<file path="config.mk">
export PLATFORM = sky130hd
export DESIGN_NAME = control_seq
export DESIGN_NICKNAME = d
export VERILOG_FILES = /design/src/rtl/control_seq.sv
export SDC_FILE = /design/constraint.sdc
export NUM_CORES = 1
export LEC_CHECK = 0
export BUFFER_PORTS_ARGS = -buffer_cell sky130_fd_sc_hd__buf_2
export CAP_MARGIN = 20
export CORE_AREA = 2 2 75 77
export DETAILED_ROUTE_END_ITERATION = 10
export DIE_AREA = 0 0 77 79
export PLACE_DENSITY_LB_ADDON = 0.05
export REMOVE_ABC_BUFFERS = 1
export SYNTH_ARGS = -nofsm -noshare
export SYNTH_HDL_FRONTEND = slang
export SYNTH_SLANG_ARGS = --single-unit
</file>
<file path="constraint.sdc">
create_clock -name clk -period 2.76 [get_ports clk]
set_clock_uncertainty 0.1 [all_clocks]
set_input_delay 0.414 -clock clk [delete_from_list [all_inputs] [get_ports clk]]
set_output_delay 0.414 -clock clk [all_outputs]
set_load 0.02 [all_outputs]
</file>
<file path="src/rtl/control_seq.sv">
// control_seq: registered valid/ready MIPS decode controller
// with a sequenced multi-cycle multiply and illegal-op counting.
module control_seq #(
  parameter int REG_W   = 5,
  parameter int MUL_LAT = 32,
  parameter int ERR_W   = 8
) (
  input  logic               clk,
  input  logic               rst_n,
  input  logic               instr_valid,
  input  logic [31:0]        instr,
  output logic               instr_ready,
  output logic               ctrl_valid,
  input  logic               ctrl_ready,
  output logic [3*REG_W+7:0] ctrl,
  output logic               illegal,
  output logic [ERR_W-1:0]   err_cnt
);

  localparam int CW = 3*REG_W+8;

  typedef struct packed {
    logic [REG_W-1:0] rs;
    logic [REG_W-1:0] rt;
    logic [REG_W-1:0] rd;
    logic             rf_wr;
    logic             mux_writeback;
    logic             mem_wr;
    logic             mux_alu_out;
    logic             start;
    logic [1:0]       alu_op;
    logic             mux_alu_in;
  } word_t;

  typedef enum logic [1:0] {
    IDLE, MUL_ISSUE, MUL_BUSY, MUL_WB
  } state_e;

  localparam word_t NOP_W = word_t'(CW'(16));

  localparam logic [5:0] OP_R  = 6'd12;
  localparam logic [5:0] OP_LW = 6'd13;
  localparam logic [5:0] OP_SW = 6'd14;
  localparam logic [5:0] FN_ADD = 6'd32;
  localparam logic [5:0] FN_SUB = 6'd34;
  localparam logic [5:0] FN_AND = 6'd36;
  localparam logic [5:0] FN_OR  = 6'd37;
  localparam logic [5:0] FN_MUL = 6'd50;

  state_e           state_q, state_d;
  word_t            ctrl_q, ctrl_d;
  logic             valid_q, valid_d;
  logic [7:0]       cnt_q, cnt_d;
  logic             ill_q, ill_d;
  logic [ERR_W-1:0] err_q, err_d;

  logic [5:0]       opc, fn;
  logic [REG_W-1:0] f_rs, f_rt, f_rd;
  word_t            dec_w;
  logic             dec_mul, dec_ill;
  logic             xfer, accept;
  logic             unused_bits;

  assign opc  = instr[31:26];
  assign fn   = instr[5:0];
  assign f_rs = REG_W'(instr[25:21]);
  assign f_rt = REG_W'(instr[20:16]);
  assign f_rd = REG_W'(instr[15:11]);
  assign unused_bits = ^instr[10:6];

  assign xfer   = valid_q && ctrl_ready;
  assign accept = instr_valid && instr_ready;

  // Decode the incoming instruction into a control word
  always_comb begin
    dec_w   = NOP_W;
    dec_mul = 1'b0;
    dec_ill = 1'b0;
    unique case (1'b1)
      (opc == OP_LW) || (opc == OP_SW): begin
        dec_w.rs            = f_rs;
        dec_w.rt            = f_rt;
        dec_w.rd            = f_rt;
        dec_w.rf_wr         = (opc == OP_LW);
        dec_w.mux_writeback = 1'b1;
        dec_w.mem_wr        = (opc == OP_SW);
        dec_w.mux_alu_in    = 1'b1;
      end
      opc == OP_R: begin
        dec_w.rs    = f_rs;
        dec_w.rt    = f_rt;
        dec_w.rd    = f_rd;
        dec_w.rf_wr = 1'b1;
        case (fn)
          FN_ADD: dec_w.alu_op = 2'd0;
          FN_SUB: dec_w.alu_op = 2'd1;
          FN_AND: dec_w.alu_op = 2'd2;
          FN_OR:  dec_w.alu_op = 2'd3;
          FN_MUL: begin
            dec_w.rf_wr       = 1'b0;
            dec_w.mux_alu_out = 1'b0;
            dec_w.start       = 1'b1;
            dec_mul           = 1'b1;
          end
          default: begin
            dec_w   = NOP_W;
            dec_ill = 1'b1;
          end
        endcase
      end
      default: dec_ill = 1'b1;
    endcase
  end

  // Next-state: handshake, multiply sequencing, error count
  always_comb begin
    state_d = state_q;
    ctrl_d  = ctrl_q;
    valid_d = valid_q;
    cnt_d   = cnt_q;
    ill_d   = 1'b0;
    err_d   = err_q;
    unique case (state_q)
      IDLE: begin
        if (accept) begin
          ctrl_d  = dec_w;
          valid_d = 1'b1;
          ill_d   = dec_ill;
          if (dec_ill && !(&err_q))
            err_d = err_q + 1'b1;
          if (dec_mul)
            state_d = MUL_ISSUE;
        end else if (xfer) begin
          valid_d = 1'b0;
        end
      end
      MUL_ISSUE: begin
        if (xfer) begin
          state_d = MUL_BUSY;
          valid_d = 1'b0;
          cnt_d   = 8'(MUL_LAT - 1);
        end
      end
      MUL_BUSY: begin
        if (cnt_q == 8'd0) begin
          state_d      = MUL_WB;
          ctrl_d.rf_wr = 1'b1;
          ctrl_d.start = 1'b0;
          valid_d      = 1'b1;
        end else begin
          cnt_d = cnt_q - 8'd1;
        end
      end
      MUL_WB: begin
        if (xfer) begin
          state_d = IDLE;
          valid_d = 1'b0;
        end
      end
      default: state_d = IDLE;
    endcase
  end

  // Outputs: ready only in IDLE when the output slot frees
  always_comb begin
    instr_ready = (state_q == IDLE) && (!valid_q || ctrl_ready);
    ctrl_valid  = valid_q;
    ctrl        = ctrl_q;
    illegal     = ill_q;
    err_cnt     = err_q;
  end

  // State register with synchronous active-low reset
  always_ff @(posedge clk) begin
    if (!rst_n) begin
      state_q <= IDLE;
      ctrl_q  <= NOP_W;
      valid_q <= 1'b0;
      cnt_q   <= 8'd0;
      ill_q   <= 1'b0;
      err_q   <= '0;
    end else begin
      state_q <= state_d;
      ctrl_q  <= ctrl_d;
      valid_q <= valid_d;
      cnt_q   <= cnt_d;
      ill_q   <= ill_d;
      err_q   <= err_d;
    end
  end

endmodule

</file>
Yosys cells after proc, flatten, opt, wreduce, memory -nomap -nowiden
Index checks and enable logic that the tools add are counted.
{"block": "word_totals", "regBits": 43, "inputBits": 36, "wordCells": 84}
{"block": "op_classes", "add_sub_neg": 2, "n_eq_ne": 17, "muxes": 28, "reduce_logical": 22}
{"operator": "18-bit one-hot mux with 2 select lines", "count": 1}
{"operator": "6-bit == test (second input constant)", "count": 5}
{"operator": "8-bit two-way mux", "count": 3}
{"operator": "6-bit by 4-bit == test with 1-bit output (second input constant)", "count": 3}
{"operator": "8-bit one-hot mux with 2 select lines", "count": 1}
{"operator": "15-bit two-way mux", "count": 1}
{"operator": "2-bit two-way mux", "count": 6}
{"operator": "2-bit != test (second input constant)", "count": 6}
{"operator": "3-bit AND reduction", "count": 4}
{"operator": "1-bit two-way mux", "count": 9}
{"operator": "8-bit by 1-bit adder with 8-bit output (second input constant)", "count": 1}
{"operator": "8-bit zero test", "count": 1}
{"operator": "2-bit one-hot mux with 4 select lines", "count": 1}
{"operator": "8-bit AND reduction", "count": 1}
{"operator": "8-bit by 1-bit subtractor with 8-bit output (second input constant)", "count": 1}
{"operator": "1-bit one-hot mux with 2 select lines", "count": 3}
{"operator": "2-bit one-hot mux with 3 select lines", "count": 1}
{"operator": "5-bit AND reduction", "count": 1}
{"operator": "5-bit OR reduction", "count": 1}
{"operator": "2-bit == test (second input constant)", "count": 2}
{"operator": "1-bit logical AND", "count": 4}
{"operator": "4-bit two-way mux", "count": 1}
{"operator": "2-bit nonzero test", "count": 2}
{"operator": "4-bit OR reduction", "count": 1}
{"operator": "other kinds (7)", "count": 9}

Longest topological paths before layout
Gate-level depths: netlist of the first run.
{"block": "depth", "depth_word": 6, "depth_mapped": 8, "depth_no_buf": 7}

Least setup slack after synthesis of the first run
Ideal clock, no wire load.
{"block": "synth_path", "path_kind": "reg-to-reg", "startpoint": "register state_q[0]", "endpoint": "register err_q[5], in the netlist err_cnt[5]", "t_arrival_ns": 2.086, "required_ns": 2.590, "setup_slack_ns": 0.503, "stages_incl_launch_ff": 8, "period_less_slack_ns": 2.257, "path_cell_list": "dfxtp_1 inv_1 ha_1 nand3_1 or4_1 clkbuf_2 or4_1 a21oi_1"}
{"block": "synth_via", "elab_chain_len": 4}
{"item": "start: declaration", "line": "50", "rtl": "state_e state_q, state_d;"}
{"item": "start signal: assignment", "line": "183", "rtl": "state_q <= state_d;"}
{"item": "2-bit zero test (*)", "line": "123, 166"}
{"item": "1-bit logical AND", "line": "166", "rtl": "instr_ready = (state_q == IDLE) && (!valid_q || ctrl_ready);"}
{"item": "1-bit logical AND", "line": "72", "rtl": "assign accept = instr_valid && instr_ready;"}
{"item": "3-bit AND reduction (no line) (*)"}
{"item": "end signal: assignment", "line": "188", "rtl": "err_q <= err_d;"}
{"item": "end: declaration", "line": "55", "rtl": "logic [ERR_W-1:0] err_q, err_d;"}
Every way passes the cells marked *; elsewhere a longest branch is shown, timed or not.
A chain may end at the register's enable or synchronous reset.

Final worst setup path of the first run
{"block": "layout_path", "startpoint": "register state_q[1]", "endpoint": "register err_q[5], in the netlist err_cnt[5]"}
Same word-level chain as after synthesis.

==> results of run 1 <==
## cells by family after synthesis
logic type,count (synthesis)
AOI/OAI and AO/OA,61
xor gates and xnor gates,9
adders and majority gates,7
buffers and inverters,17
DFF,43
muxes,3
and+or+nand+nor,87
## sequential cells by signal, indices dropped and copies added, names as in the netlist
| register | cells |
|---|---|
| ctrl | 23 |
| cnt_q | 8 |
| err_cnt | 8 |
| state_q | 2 |
| ctrl_valid | 1 |
| illegal | 1 |
## worst max-delay path by stage
stage          startpoint    endpoint  slack [ps]  depth (start not counted)
2_1_floorplan  state_q[0]  err_cnt[5]         320                          6
3_3_place_gp    instr[27]    ctrl[21]         300                          6
3_5_place_dp   state_q[1]  err_cnt[5]         280                          6
4_1_cts        state_q[1]  err_cnt[5]         250                          6
5_1_grt        state_q[1]  err_cnt[5]         120                          6
6_report       state_q[1]  err_cnt[5]         260                          6
## area by class of cell
cell class | count | area share, %
Multi-Input combinational cell | 167 | 42.96
Sequential cell | 43 | 33.63
Timing Repair Buffer | 70 | 14.27
Tap cell | 72 | 3.519
Clock buffer | 6 | 3.226
Clock inverter | 2 | 1.369
Inverter | 7 | 1.026
## critical path, stage by stage, from the launching register on
cell and delay [ps]:
dfxtp_1 360, inv_1 90, ha_1 280, nand3_1 230, or4_1 670, or4_1 540
a21oi_1 150
## placed cells by master, fill, tap and decap left out, types with 4 or more instances in the layout
| master | n |
|---|---|
| nand2b_1 | 4 |
| a22oi_1 | 5 |
| dfxtp_1 | 43 |
| nor4_1 | 5 |
| o21ai_0 | 10 |
| nor2_1 | 25 |
| ha_1 | 7 |
| inv_1 | 7 |
| a21oi_1 | 18 |
| xor2_1 | 6 |
| clkbuf_8 | 6 |
| nand2_1 | 17 |
| buf_4 | 6 |
| or4_1 | 5 |
| buf_2 | 64 |
| a22o_1 | 10 |
| nand3_1 | 11 |
## report_power, final
| part | internal (mW) | leakage [nW] | total, mW | switching [mW] |
|---|---|---|---|---|
| Sequential | 0.633 | 0.348 | 0.644 | 0.0114 |
| Clock | 0.293 | 0.0612 | 0.510 | 0.217 |
| Combinational | 0.0533 | 0.683 | 0.132 | 0.0792 |
| Total | 0.979 | 1.09 | 1.29 | 0.308 |
## through the flow
step / utilization (%) / hold WS [ps]
2_1_floorplan: - / 360.2
4_1_cts: 47.96 / 218.7
6_report: 47.96 / 234.4
5_1_grt: 47.96 / 234.7
3_5_place_dp: 45.76 / 350.4
3_3_place_gp: 45.76 / 346.4
## routing by layer
metal	routed length [um]	share of wire (%)
met1	2319	49
met5	0	0
met2	2150	45
met3	229	4.8
met4	51	1.1
==> summary.md, run 1 <==
| Metric | Value |
|---|---|
| Status | completed |
| Pins over their slew limit | 0 |
| Met2 usage | 25.61% |
| Fraction of the mapped netlist area in adder cells | 4.305% |
| Maxcap violations | 0 |
| Initial Util | 38.12% |
| Fmax | ~400 MHz |
| Synth warn | 0 |
| Final setup viols | 0 |
| Root Buffer | clkbuf_8 |
| FF+latch count, synth | 43 |
| Syn Inst Count | about 230 |
| TritonCTS clock tree | done |
| Main area contributors after synthesis | dfxtp_1 (42%), nor2_1 (4.6%), a21oi_1 (4.4%) |
| Relative slew slack | 55.25% |
| Largest family of logic cells by synthesized area | simple AND/OR/NAND/NOR gates |
| CTS hold repair buffers | 0 |
| Port Buffers | 64 |
| R2R Path Start | state_q[1] |
| Vias in the first global route | 1,676 |
| Clock transition at the registers of the reported paths | 80 ps |
| Final period util | 90.42% |
| Hold Path Stages | 2 |
| Routability congestion estimate | 0.7477 |
| Layout cells sized above 1 | 29.15% |
| Die W | 77 um |
| Core ar. | 5338 um2 |
| Die Ht | 79 um |
| P_leak | 1.093 nW |
| Die area | 6083 um2 |
| CTS H-tree depth | 2 |
| Worst hold path class | in2reg |
| Wire per inst | 12.94 um |
| Mux contribution to synthesized area | 1.722% |
| Reg-to-Reg End | err_cnt[5] |
| Xor and xnor area share after synthesis | slightly below 4% |
| FFs w/ async S/R, synth | 0% |
| I/O pin cnt | 70 |
| # fillers | 570 |
| Num CTS Buffers | 5 |
| Tmin final | 2496 ps |
| Syn avg cell area | 8.962 um2 |
| Synth unique cells | 48 |
| Pre-antenna DRT Iters | 4 |
| Reg2Reg Depth | 6 |
| Unrepaired setup endpoints after global routing | false |
| Number of synthesized flops with an enable pin | 0 |
| Dpl cell area | ~2400 um2 |
| Main synth FF type | dfxtp_1 |
| Startpoint of the worst hold path | instr[22] |
| Simple-Gate Fraction of Synth Area | 22.88% |
| Post-synthesis compound-gate area fraction | 21.28% |
| Setup CP Type | reg2reg |
| Top cells by count, synth | dfxtp_1 (43), nor2_1 (25), a21oi_1 (18) |
| DP HPWL | 3.511 mm |
| Largest net degree at the start of global routing | 23 |
| Antenna-violating nets left | 0 |
| Row count | 27 |
| Worst R2R Setup Slack | 260 ps |
| Number of DRC markers in iteration 0 | 39 |
| CTS resizes | 0 |
| Setup_tns | 0 ps |
| Startpoint Class | flop |
| Seq/Total Area, Yosys | between 40% and 50% |
| Crit path max fanout | 7 |
| Clock Latency Late Sink | roughly 290 ps |
| Residual DRC count | 0 |
| Total number of vias | 1,870 |
| Final Power | between 1 and 1.5 mW |
| Final Hold Fails | 0 |
| Grt peak-use layer | met2 |
| Pwr dens | 502.7 nW/um2 |
| WP data arrival | about 2600 ps |
| Final net count | 337 |
| Total grt overflow | 0 |
| Post-CTS setup buffer count | 0 |
| Multi-input logic area | 1100 um2 |
| Critical path required time | 2890 ps |
| Final Cell Area | 2560 um2 |
| Yosys top cell by area | dfxtp_1 |
| Cell Area, Synth | 2034 um2 |
| CP Capture Type | flop |
| First-pass GRT wire length | 7.693 mm |
| Initial antenna violation count | 0 |
| P&R area growth vs syn | 25.83% |
| Routed wire length | 4.750 mm |
| Slew @ Worst Pin | ~670 ps |
| Area fraction of the dominant cell type after synthesis | 42.31% |
| DR vias/cell | 5.095 |
| Top-count cell post-synth | dfxtp_1 |
| Placed insts | around 360 |
| Antenna cells | 0 |
| Post-placement worst setup slack | between 200 and 300 ps |
| Clock buffer depth | 2 |
| Worst VDD drop | 225.4 uV |
| Met3 usage | 4.318% |
| Reg area | 860.8 um2 |
| GRT Util Overall | 15.69% |
| Met1 GRT Util | around a fifth |
| Hold Crit Endpoint | ctrl[19] |
| Final setup margin | 264.3 ps |
| CTS sink cnt | 43 |
| Non-Filler Instances | 367 |
(Power assumes the default switching activity.)
==> inputs of run 2 (changes only) <==
--- a/config.mk
+++ b/config.mk
@@ -11,6 +11,7 @@
 export DETAILED_ROUTE_END_ITERATION = 10
 export DIE_AREA = 0 0 77 79
 export PLACE_DENSITY_LB_ADDON = 0.05
+export RECOVER_POWER = 100
 export REMOVE_ABC_BUFFERS = 1
 export SYNTH_ARGS = -nofsm -noshare
 export SYNTH_HDL_FRONTEND = slang
==> run 2 against run 1 <==
- sequential share of layout area is 0.81 points higher
- clock-buffer cell count unchanged
- sequential power is essentially flat
- global-route usage unchanged
- wire length hardly changed
- combinational power is 5% lower
- worst hold slack got worse by 2.2 ps
- worst setup slack improved by 1.2 ps
- first-iteration DRC count up 26%
- via count is 1.1% lower
- critical endpoint unchanged
- highest routed layer unchanged
==> summary.md, run 2 (same netlist as run 1, synthesis figures left out) <==
| Metric | Value |
|---|---|
| Clock Latency Late Sink | 290 ps (about the same) |
| Post-CTS setup buffer count | 0 (unchanged) |
| Clock power share | 39.9% (was 39.6%) |
| Unrepaired setup endpoints after global routing | false (unchanged) |
| Worst hold path class | in2reg (unchanged) |
| GRT Util Overall | 15.69% (unchanged) |
| Non-Filler Instances | 367 (unchanged) |
| Initial antenna violation count | 0 (unchanged) |
| First-pass GRT wire length | 7.693 mm (unchanged) |
| Most frequent cells in the layout | dfxtp_1 (43), clkbuf_1 (37), buf_2 (30) (was buf_2 (64), dfxtp_1 (43), nor2_1 (25)) |
| Setup CP Type | reg2reg (unchanged) |
| Number of DRC markers in iteration 0 | 49 (was 39) |
| Multi-input logic area | 1094 um2 (was 1100 um2) |
| Crit path max fanout | 7 (unchanged) |
| CTS resizes | 0 (unchanged) |
| Final setup viols | 0 (unchanged) |
| Die area | 6083 um2 (unchanged) |
| Final Hold Fails | 0 (unchanged) |
| Residual DRC count | 0 (unchanged) |
| Initial Util | 38.12% (unchanged) |
| P_sw | 0.3090 mW (was 0.3077 mW) |
| Row count | 27 (unchanged) |
| Sw Ratio | 24.08% (was 23.91%) |
| Antenna cells | 0 (unchanged) |
| Final period util | 90.38% (was 90.42%) |
| Fmax | 400.9 MHz (was 400.7 MHz) |
| Tmin final | 2494 ps (was 2496 ps) |
| Most common cell after layout, fill and taps aside | dfxtp_1 (was buf_2) |
| Status | completed (unchanged) |
| Vias in the first global route | 1,676 (unchanged) |
| Clock transition at the registers of the reported paths | 80 ps (about the same) |
| Sequential cell fraction of total power | 50.2% (was 50.1%) |
| P&R area growth vs syn | 22.88% (was 25.83%) |
| Final net count | 337 (unchanged) |
| Antenna-violating nets left | 0 (unchanged) |
| Maxcap violations | 0 (unchanged) |
| Worst VDD drop | 225.8 uV (was 225.4 uV) |
| Pre-antenna DRT Iters | 4 (unchanged) |
| Pins over their slew limit | 0 (unchanged) |
| Largest net degree at the start of global routing | 23 (unchanged) |
| Core ar. | 5338 um2 (unchanged) |
| I/O pin cnt | 70 (unchanged) |
| Port Buffers | 64 (unchanged) |
| Combinational share of power | 9.9% (was 10.3%) |
| Final Power | 1.283 mW (was 1.287 mW) |
| CTS hold repair buffers | 0 (unchanged) |
| Total number of vias | 1,849 (was 1,870) |
| Internal power | 0.9740 mW (was 0.9792 mW) |
| Die W | 77 um (unchanged) |
| Total grt overflow | 0 (unchanged) |
| Startpoint Class | flop (unchanged) |
| CTS sink cnt | 43 (unchanged) |
| # fillers | 587 (was 570) |
| Pwr dens | 513.2 nW/um2 (was 502.7 nW/um2) |
| Clock buffer depth | 2 (unchanged) |
| DR vias/cell | 5.038 (was 5.095) |
| Placed insts | 359 (unchanged) |
| Die Ht | 79 um (unchanged) |
| Reg area | 860.8 um2 (unchanged) |
| Relative slew slack | 54.89% (was 55.25%) |
| Wire per inst | 12.95 um (was 12.94 um) |
| Routability congestion estimate | 0.7477 (unchanged) |
| Setup_tns | 0 ps (unchanged) |
| Largest register FFs | 23 (unchanged) |
| P_leak | 0.9396 nW (was 1.093 nW) |
| Root Buffer | clkbuf_8 (unchanged) |
| WP data arrival | 2620 ps (about the same) |
| Num CTS Buffers | 5 (unchanged) |
| CTS H-tree depth | 2 (unchanged) |
| DP HPWL | 3.511 mm (unchanged) |
| Routed wire length | 4.751 mm (was 4.750 mm) |
| Critical path required time | 2890 ps (about the same) |
| Slew @ Worst Pin | 674.2 ps (was 668.8 ps) |
| CP Capture Type | flop (unchanged) |
| TritonCTS clock tree | done (unchanged) |
| Layout cells sized above 1 | 16.27% (was 29.15%) |
==> run 2: cell types whose count changed in the layout (fill, tap and decap cells not counted) <==
cell / previous run / this run
clkbuf_1: 0 / 37
a21bo_1: 0 / 1
buf_2: 64 / 30
a21bo_2: 1 / 0
buf_4: 6 / 3
nor3_4: 1 / 0
nor3_2: 0 / 1
==> run 2: per-layer routing <==
layer	global-route usage [%]	part of all wire [%]	vias up
met5	0	0	-
met4	4.286	1.1	0
met3	4.318	4.6	6
met2	25.61	45	41
met1	20.51	50	840
li1	-	-	962
==> run 2: path summary, 6_finish.rpt <==
kind	to	cells past startpoint	slack, ps	startpoint
worst max-delay path	err_cnt[5]	6	270	state_q[1]
worst min-delay path	ctrl[19]	2	230	instr[22]
worst max register to register	err_cnt[5]	6	270	state_q[1]
worst min register to register	ctrl[1]	2	360	ctrl[1]
==> run 2: power groups by stage <==
stage	Combinational [mW]	Sequential [mW]	Clock (mW)
detailed placement	0.133	0.659	0
global placement	0.133	0.659	0
finish	0.126	0.645	0.512
CTS	0.134	0.644	0.536
global route	0.141	0.647	0.557
floorplan	0.0578	0.672	0
==> run 2: cell type report <==
class | instances | share of cell area [%]
multi-input cells | 167 | 43.74
well taps | 72 | 3.604
clock buffers | 6 | 3.303
repair buffers | 70 | 12.46
inverters | 7 | 1.051
clock inverters | 2 | 1.401
flip-flops and latches | 43 | 34.43
==> run 2: through the flow <==
stage	hold slack (ps)	util [%]	setup WS [ps]	cell area [um2]
after floorplan	360.2	-	318.6	1987
after global placement	346.4	45.76	302.3	2442
after detailed placement	350.4	45.76	281.1	2442
after CTS	218.7	47.96	250.5	2560
after global routing	234.7	46.84	123.1	2500
final	232.2	46.84	265.5	2500
==> run 2: critical path: stages, from the launching register on <==
cell and delay (ps):
dfxtp_1 370, inv_1 90, ha_1 280, nand3_1 230, or4_1 670, or4_1 550, a21oi_1 150
